==> src/rtl/prog_launcher_pkg.sv <==
// Shared program codes, request bit positions and launcher state encoding.
// The register file uses the same program-code constants.
package prog_launcher_pkg;

    localparam int REQ_W = 5;

    localparam int REQ_FIB   = 0;
    localparam int REQ_SORT  = 1;
    localparam int REQ_SAVE  = 2;
    localparam int REQ_LOAD  = 3;
    localparam int REQ_PUSHA = 4;

    localparam logic [2:0] PROG_NONE  = 3'd0;
    localparam logic [2:0] PROG_FIB   = 3'd1;
    localparam logic [2:0] PROG_SORT  = 3'd2;
    localparam logic [2:0] PROG_SAVE  = 3'd3;
    localparam logic [2:0] PROG_LOAD  = 3'd4;
    localparam logic [2:0] PROG_PUSHA = 3'd5;

    typedef enum logic [1:0] {
        ST_IDLE    = 2'd0,
        ST_HOLD    = 2'd1,
        ST_RELEASE = 2'd2
    } state_t;

    // Lowest set bit wins; the code is the bit index plus one.
    function automatic logic [2:0] prio_code(input logic [REQ_W-1:0] rise);
        prio_code = PROG_NONE;
        for (int i = REQ_W - 1; i >= 0; i--) begin
            if (rise[i]) prio_code = 3'(i + 1);
        end
    endfunction

endpackage

==> src/rtl/prog_launcher.sv <==
// Turns button level requests into one fixed-length program-select pulse per
// press, plus launch status and a wrapping launch counter.
//
// state   | meaning
// --------+---------------------------------------------------------------
// IDLE    | waiting for a rising request; selector is 0
// HOLD    | selector driven with the launched code for HOLD_CYCLES cycles
// RELEASE | selector is 0; waiting for every button to be up
module prog_launcher
    import prog_launcher_pkg::*;
#(
    parameter int HOLD_CYCLES = 16,
    parameter int SEL_W       = 32,
    parameter int NUM_REQ     = 5
) (
    input  logic               clock,
    input  logic               reset_n,
    input  logic [NUM_REQ-1:0] req,
    output logic [SEL_W-1:0]   program_selector,
    output logic               launch,
    output logic               active,
    output logic [2:0]         last_prog,
    output logic [7:0]         launch_count
);

    generate
        if (HOLD_CYCLES < 1 || HOLD_CYCLES > 255) begin : g_bad_hold
            $error("prog_launcher: HOLD_CYCLES must be in 1..255");
        end
        if (NUM_REQ != REQ_W) begin : g_bad_req
            $error("prog_launcher: NUM_REQ must be 5");
        end
    endgenerate

    localparam logic [7:0] HOLD_LOAD = 8'(HOLD_CYCLES - 1);

    state_t             state, state_nxt;
    logic [NUM_REQ-1:0] req_q;
    logic [NUM_REQ-1:0] rise;
    logic [2:0]         code;
    logic [7:0]         counter, counter_nxt;
    logic [SEL_W-1:0]   sel_nxt;
    logic               launch_nxt;
    logic               active_nxt;
    logic [2:0]         last_nxt;
    logic [7:0]         count_nxt;

    assign rise = req & ~req_q;
    assign code = prio_code(rise);

    always_ff @(posedge clock or negedge reset_n) begin
        if (!reset_n) begin
            state            <= ST_RELEASE;
            req_q            <= '0;
            counter          <= '0;
            program_selector <= '0;
            launch           <= 1'b0;
            active           <= 1'b0;
            last_prog        <= PROG_NONE;
            launch_count     <= '0;
        end else begin
            state            <= state_nxt;
            req_q            <= req;
            counter          <= counter_nxt;
            program_selector <= sel_nxt;
            launch           <= launch_nxt;
            active           <= active_nxt;
            last_prog        <= last_nxt;
            launch_count     <= count_nxt;
        end
    end

    always_comb begin
        state_nxt   = state;
        counter_nxt = counter;
        sel_nxt     = program_selector;
        launch_nxt  = 1'b0;
        active_nxt  = active;
        last_nxt    = last_prog;
        count_nxt   = launch_count;
        case (state)
            ST_IDLE: begin
                sel_nxt    = '0;
                active_nxt = 1'b0;
                if (rise != '0) begin
                    sel_nxt     = SEL_W'(code);
                    launch_nxt  = 1'b1;
                    active_nxt  = 1'b1;
                    last_nxt    = code;
                    count_nxt   = launch_count + 8'd1;
                    counter_nxt = HOLD_LOAD;
                    state_nxt   = ST_HOLD;
                end
            end
            ST_HOLD: begin
                if (counter == 8'd0) begin
                    sel_nxt    = '0;
                    active_nxt = 1'b0;
                    state_nxt  = ST_RELEASE;
                end else begin
                    counter_nxt = counter - 8'd1;
                end
            end
            ST_RELEASE: begin
                sel_nxt    = '0;
                active_nxt = 1'b0;
                if (req == '0) state_nxt = ST_IDLE;
            end
            default: begin
                sel_nxt    = '0;
                active_nxt = 1'b0;
                state_nxt  = ST_RELEASE;
            end
        endcase
    end

endmodule

==> config.mk <==
export PLATFORM = sky130hd
export DESIGN_NAME = prog_launcher
export DESIGN_NICKNAME = d
export VERILOG_FILES = /design/src/rtl/prog_launcher_pkg.sv /design/src/rtl/prog_launcher.sv
export SDC_FILE = /design/constraint.sdc
export NUM_CORES = 1
export LEC_CHECK = 0
export CAP_MARGIN = 15
export CORE_ASPECT_RATIO = 1.25
export CORE_MARGIN = 2
export CORE_UTILIZATION = 35
export CTS_CLUSTER_SIZE = 24
export DETAILED_ROUTE_END_ITERATION = 16
export PLACE_DENSITY = 0.61
export SLEW_MARGIN = 5
export SYNTH_ARGS = -nofsm -noshare
export SYNTH_HDL_FRONTEND = slang
export SYNTH_SLANG_ARGS = --single-unit
==> constraint.sdc <==
create_clock -name clock -period 1.6 [get_ports clock]
set_input_delay 0.4 -clock clock [delete_from_list [all_inputs] [get_ports clock]]
set_output_delay 0.4 -clock clock [all_outputs]
set_load 0.05 [all_outputs]
After elaboration in Yosys (flattened, before gate mapping)
Index checks and enable logic that the tools add are counted.
{"block": "word_totals", "regBits": 60, "output_inout_bits": 45}
{"block": "op_classes", "n_reduce_logical": 8, "bitwise": 2, "n_eq_ne": 6, "n_mux": 19, "add_sub_neg": 2}
{"op": "one-hot mux 32 bit (2 select lines)", "n": 1}
{"op": "two-way mux 32 bit", "n": 1}
{"op": "two-way mux 3 bit", "n": 6}
{"op": "two-way mux 8 bit", "n": 2}
{"op": "one-hot mux 8 bit (2 select lines)", "n": 1}
{"op": "adder 8 x 1 -> 8 bit, second input constant", "n": 1}
{"op": "logical NOT 8 bit", "n": 1}
{"op": "!= test 2 bit, second input constant", "n": 4}
{"op": "subtractor 8 x 1 -> 8 bit, second input constant", "n": 1}
{"op": "two-way mux 2 bit", "n": 3}
{"op": "one-hot mux 2 bit (3 select lines)", "n": 1}
{"op": "AND reduction 3 bit", "n": 2}
{"op": "bitwise AND 5 bit", "n": 1}
{"op": "logical NOT 5 bit", "n": 1}
{"op": "NOT 5 bit", "n": 1}
{"op": "nonzero test 5 bit", "n": 1}
{"op": "two-way mux 1 bit", "n": 3}
{"op": "== test 2 x 1 -> 1 bit, second input constant", "n": 1}
{"op": "== test 2 bit, second input constant", "n": 1}
{"op": "logical NOT 2 bit", "n": 1}
{"op": "one-hot mux 1 bit (2 select lines)", "n": 1}
{"op": "AND reduction 2 bit", "n": 1}
{"op": "nonzero test 2 bit", "n": 1}

Depth between registers and ports, before layout
{"block": "logic_depth", "depth_word": 9, "ltp_mapped": 6, "depth_no_buf": 6}

Least setup slack after synthesis
OpenSTA, ideal clock, no wires.
{"block": "synth_timing", "kind": "register to register", "start": "register launch_count[2]", "end": "register launch_count[7]", "path_buffers": 0, "period_less_slack_ns": 1.634, "t_required_ns": 1.518, "t_arrival_ns": 1.553, "stages_incl_launch_ff": 5, "slack_ns": -0.034, "path_cell_list": "dfrtp_1 -> nand3_1 -> or3_1 -> a211oi_1 -> xor2_1"}
{"block": "synth_between", "elab_chain_cells": 1}
{"element": "start: declaration", "line": "prog_launcher.sv:23", "source": "output logic [7:0] launch_count"}
{"element": "start signal: assignment", "line": "prog_launcher.sv:69", "source": "launch_count <= count_nxt;"}
{"element": "adder 8 x 1 -> 8 bit", "line": "prog_launcher.sv:90", "source": "count_nxt = launch_count + 8'd1;"}
No other way between the ends.
A chain may end at the register's enable or synchronous reset.

Worst setup path in the final report
{"block": "layout_timing", "start": "register counter[0]", "end": "register counter[7]"}
{"block": "layout_between", "elab_chain_cells": 3}
{"element": "start: declaration", "line": "prog_launcher.sv:41", "source": "logic [7:0] counter, counter_nxt;"}
{"element": "start signal: assignment", "line": "prog_launcher.sv:64", "source": "counter <= counter_nxt;"}
{"element": "subtractor 8 x 1 -> 8 bit / logical NOT 8 bit (equally long branches)", "line": "prog_launcher.sv:101, prog_launcher.sv:96"}
{"element": "two-way mux 8 bit / != test 2 bit (equally long branches)"}
{"element": "one-hot mux 8 bit (2 select lines) / AND reduction 3 bit (equally long branches)"}
Parallel ways exist; a longest one is shown, timed or not. The select of a mux whose other input is x is not followed.

==> flow_metrics.env <==
export IMPL_setup_viol=0
export IMPL_gp_congestion=0.748
export IMPL_die_area_mm2=0.00534
export IMPL_fin_ws_ps=14.7
export IMPL_drive_above_1_share_pct=32.4
export IMPL_synthCells=161
export IMPL_drv_cap=0
export IMPL_grtUsageTotal_pct=13.8
export IMPL_min_period_over_period_pct=99.1
export IMPL_clkTransAtPathRegs_ps=60
export IMPL_first_global_vias=1146
export IMPL_ir_worst_vdd_mv=0.958
export IMPL_whs_path_depth=1
export IMPL_synth_area_mm2=0.00167
export IMPL_firstDrtPassIters=4
export IMPL_synth_mux_area_share_pct=3.08
export IMPL_grt_max_degree=21
export IMPL_synthAdderAreaFrac_pct=2.25
export IMPL_outcome="completed"
export IMPL_rows=28
export IMPL_yosys_register_bits=31
export IMPL_critPathRequiredTime_ps=1770
export IMPL_top_usage_layer="met2"
export IMPL_synth_compound_area_share_pct=12.2
export IMPL_dp_hpwl_um=2540
export IMPL_place_inst=267
export IMPL_max_clock_freq_mhz=631
export IMPL_r2r_setup_slack_ps=10
export IMPL_ctsHtreeMaxLevel=2
export IMPL_synth_top_area_cell="dfrtp_1"
export IMPL_totalWireLength_um=3380
export IMPL_drv_slew=0
export IMPL_vias=1221
export IMPL_cts_tree="done"
export IMPL_grt_overflow=0
export IMPL_grtUsageMet2_pct=21.8
export IMPL_wl_per_cell_um=12.1
export IMPL_path_class="reg -> reg"
export IMPL_finalSetupTns_ps=0
export IMPL_hp_start="req[3]"
export IMPL_synth_area_leaders="dfrtp_1 45%, buf_4 13%, a211oi_1 3.2%, xor2_1 3.2%, xnor2_1 2.6%"
export IMPL_netlist_area_leader_share_pct=45.0
export IMPL_setup_worst_path_start_class="flop"
export IMPL_p_total_mw=4.07
export IMPL_leakage_nw=1.09
export IMPL_synth_xor_area_share_pct=5.78
export IMPL_drt_iter0_drc=39
export IMPL_clock_skew_ps=3.42
export IMPL_via_per_inst=4.38
export IMPL_final_cell_mix="29 x conb_1, 29 x dfrtp_1, 28 x buf_4, 17 x buf_12, 10 x nand2_1"
export IMPL_critical_path_arrival_ps=1750
export IMPL_use_met3_pct=3.46
export IMPL_path_buf_inv=1
export IMPL_io_pin_count=52
export IMPL_start_util_pct=35.8
export IMPL_final_nets=228
export IMPL_cts_sinks=31
export IMPL_powerDensity_mw_per_mm2=1690
export IMPL_grt_pass1_wl_um=5430
export IMPL_synth_top_family_by_area="buffers and inverters"
export IMPL_ctsHoldBuffers=0
export IMPL_hold_viol_final=0
export IMPL_clockRootBuffer="clkbuf_8"
export IMPL_yosysUniqueCellTypes=40
export IMPL_yosys_area_share_simple_pct=14.4
export IMPL_core_mm2=0.00466
export IMPL_antenna_left=0
export IMPL_r2r_end="counter[7]"
export IMPL_cp_cell_sequence="buf_6 > or4_4 > nor4_4 > mux2i_1 > o22ai_1"
export IMPL_die_h_um=81.2
export IMPL_min_period_ps=1590
export IMPL_ys_warn_count=0
export IMPL_use_met1_pct=16.9
export IMPL_cpLargestDelayFamily="simple AND/OR/NAND/NOR gates"
export IMPL_crit_fanout=2
export IMPL_crit_slowest_cell="or4_4"
export IMPL_finalNonFillerCells=279
export IMPL_min_delay_worst_endpoint="req_q[3]"
export IMPL_cp_end_kind="flop"
export IMPL_numCtsBuffers=5
export IMPL_place_ws_ps=-326
export IMPL_rsz0062_at_grt="true"
export IMPL_port_buffers=22
export IMPL_antenna_found_initial=0
export IMPL_die_x_um=65.7
export IMPL_area_delta_synth_final_pct=44.0
export IMPL_synth_seq_area_share_pct=46.6
export IMPL_insertedDiodeCount=0
export IMPL_worst_r2r_path_depth=5
export IMPL_clk_path_buf_depth=2
export IMPL_synth_area_per_cell_um2=10.4
export IMPL_max_stage_delay_ps=450
export IMPL_r2r_start="counter[0]"
export IMPL_clk_latency_ps=280
export IMPL_hold_path_class="in -> reg"
export IMPL_drc=0
-- where the power goes --
group	leakage (nW)	internal [mW]	switching [mW]	total, mW
sequential	0.364	1.01	0.227	1.24
clock	0.0422	0.304	0.283	0.588
combinational	0.687	1.03	1.22	2.24
total	1.09	2.34	1.73	4.07
-- synth_stat cells --
cell and n:
or2_0 1, or4_1 2, a31oi_1 2, nand3b_1 1, conb_1 1, ha_1 3
or2_2 1, mux2i_1 4, nor3_2 1, nand3_1 3, nor2b_1 1, mux2_1 1
and3b_1 1, xnor2_1 5, buf_4 29, or4_4 1, or3_1 2, inv_1 8
nand2_1 10, clkbuf_1 2, inv_2 1, a211oi_1 7, a21oi_1 7, nor4b_4 1
nor3_1 1, o22ai_1 1, a21boi_0 1, dfstp_2 1, o21ai_1 3, nand4_1 1
and2_1 1, nor2_1 5, o31ai_1 1, nor4_1 1, o21ai_0 6, xor2_1 6
a2111oi_4 1, a211o_1 1, nand2b_1 6, dfrtp_1 30
-- stage by stage --
stage,instance area [um2],hold slack [ps],utilization (%)
after floorplan,1780,104,-
after global placement,2230,527,47.8
after detailed placement,2230,524,47.8
after CTS,2320,372,49.9
after global routing,2400,284,51.5
final,2400,284,51.5
-- registers in the layout, indices dropped and copies added, names as in the netlist --
name and cells:
counter 8, launch_count 8, req_q 5, last_prog 3, program_selector 3, state 2, active 1, launch 1
-- routing by layer --
metal | vias to the layer above | routed length, um
met3 | 12 | 173
met1 | 569 | 1420
met2 | 39 | 1680
li1 | 601 | -
met4 | 0 | 106
met5 | - | 0
-- kinds of logic after synthesis --
logic type	after synthesis
AO/OA/AOI/OAI	30
XOR/XNOR	11
adder cells (fa/ha/maj)	3
buffers and inverters	40
flip-flops	31
multiplexers	5
other	1
AND/OR/NAND/NOR	40
-- repair_timing --
action,in CTS,in global routing
pin swaps,1,2
buffers inserted,1,3
gates resized for setup,2,14
gates cloned,0,0
endpoints found under the setup margin,5,18
-- area by class of cell --
type	count	area [um2]
Fill cell	428	2260
Clock buffer	7	76.3
Tap cell	60	75.1
Multi-Input combinational cell	118	795
Timing Repair Buffer	53	638
Clock inverter	1	5.00
Sequential cell	31	778
Inverter	9	33.8
-- worst max path at each step --
stage,startpoint,end,slack (ps),depth (start not counted)
final,counter[0],counter[7],10,5
after global routing,counter[1],program_selector[2],-70,8
after CTS,req[3],launch_count[1],-20,6
after global placement,req[3],launch_count[1],-290,6
after floorplan,launch_count[3],launch_count[7],-20,4
after detailed placement,req[3],launch_count[2],-330,6
(Power assumes the default switching activity.)
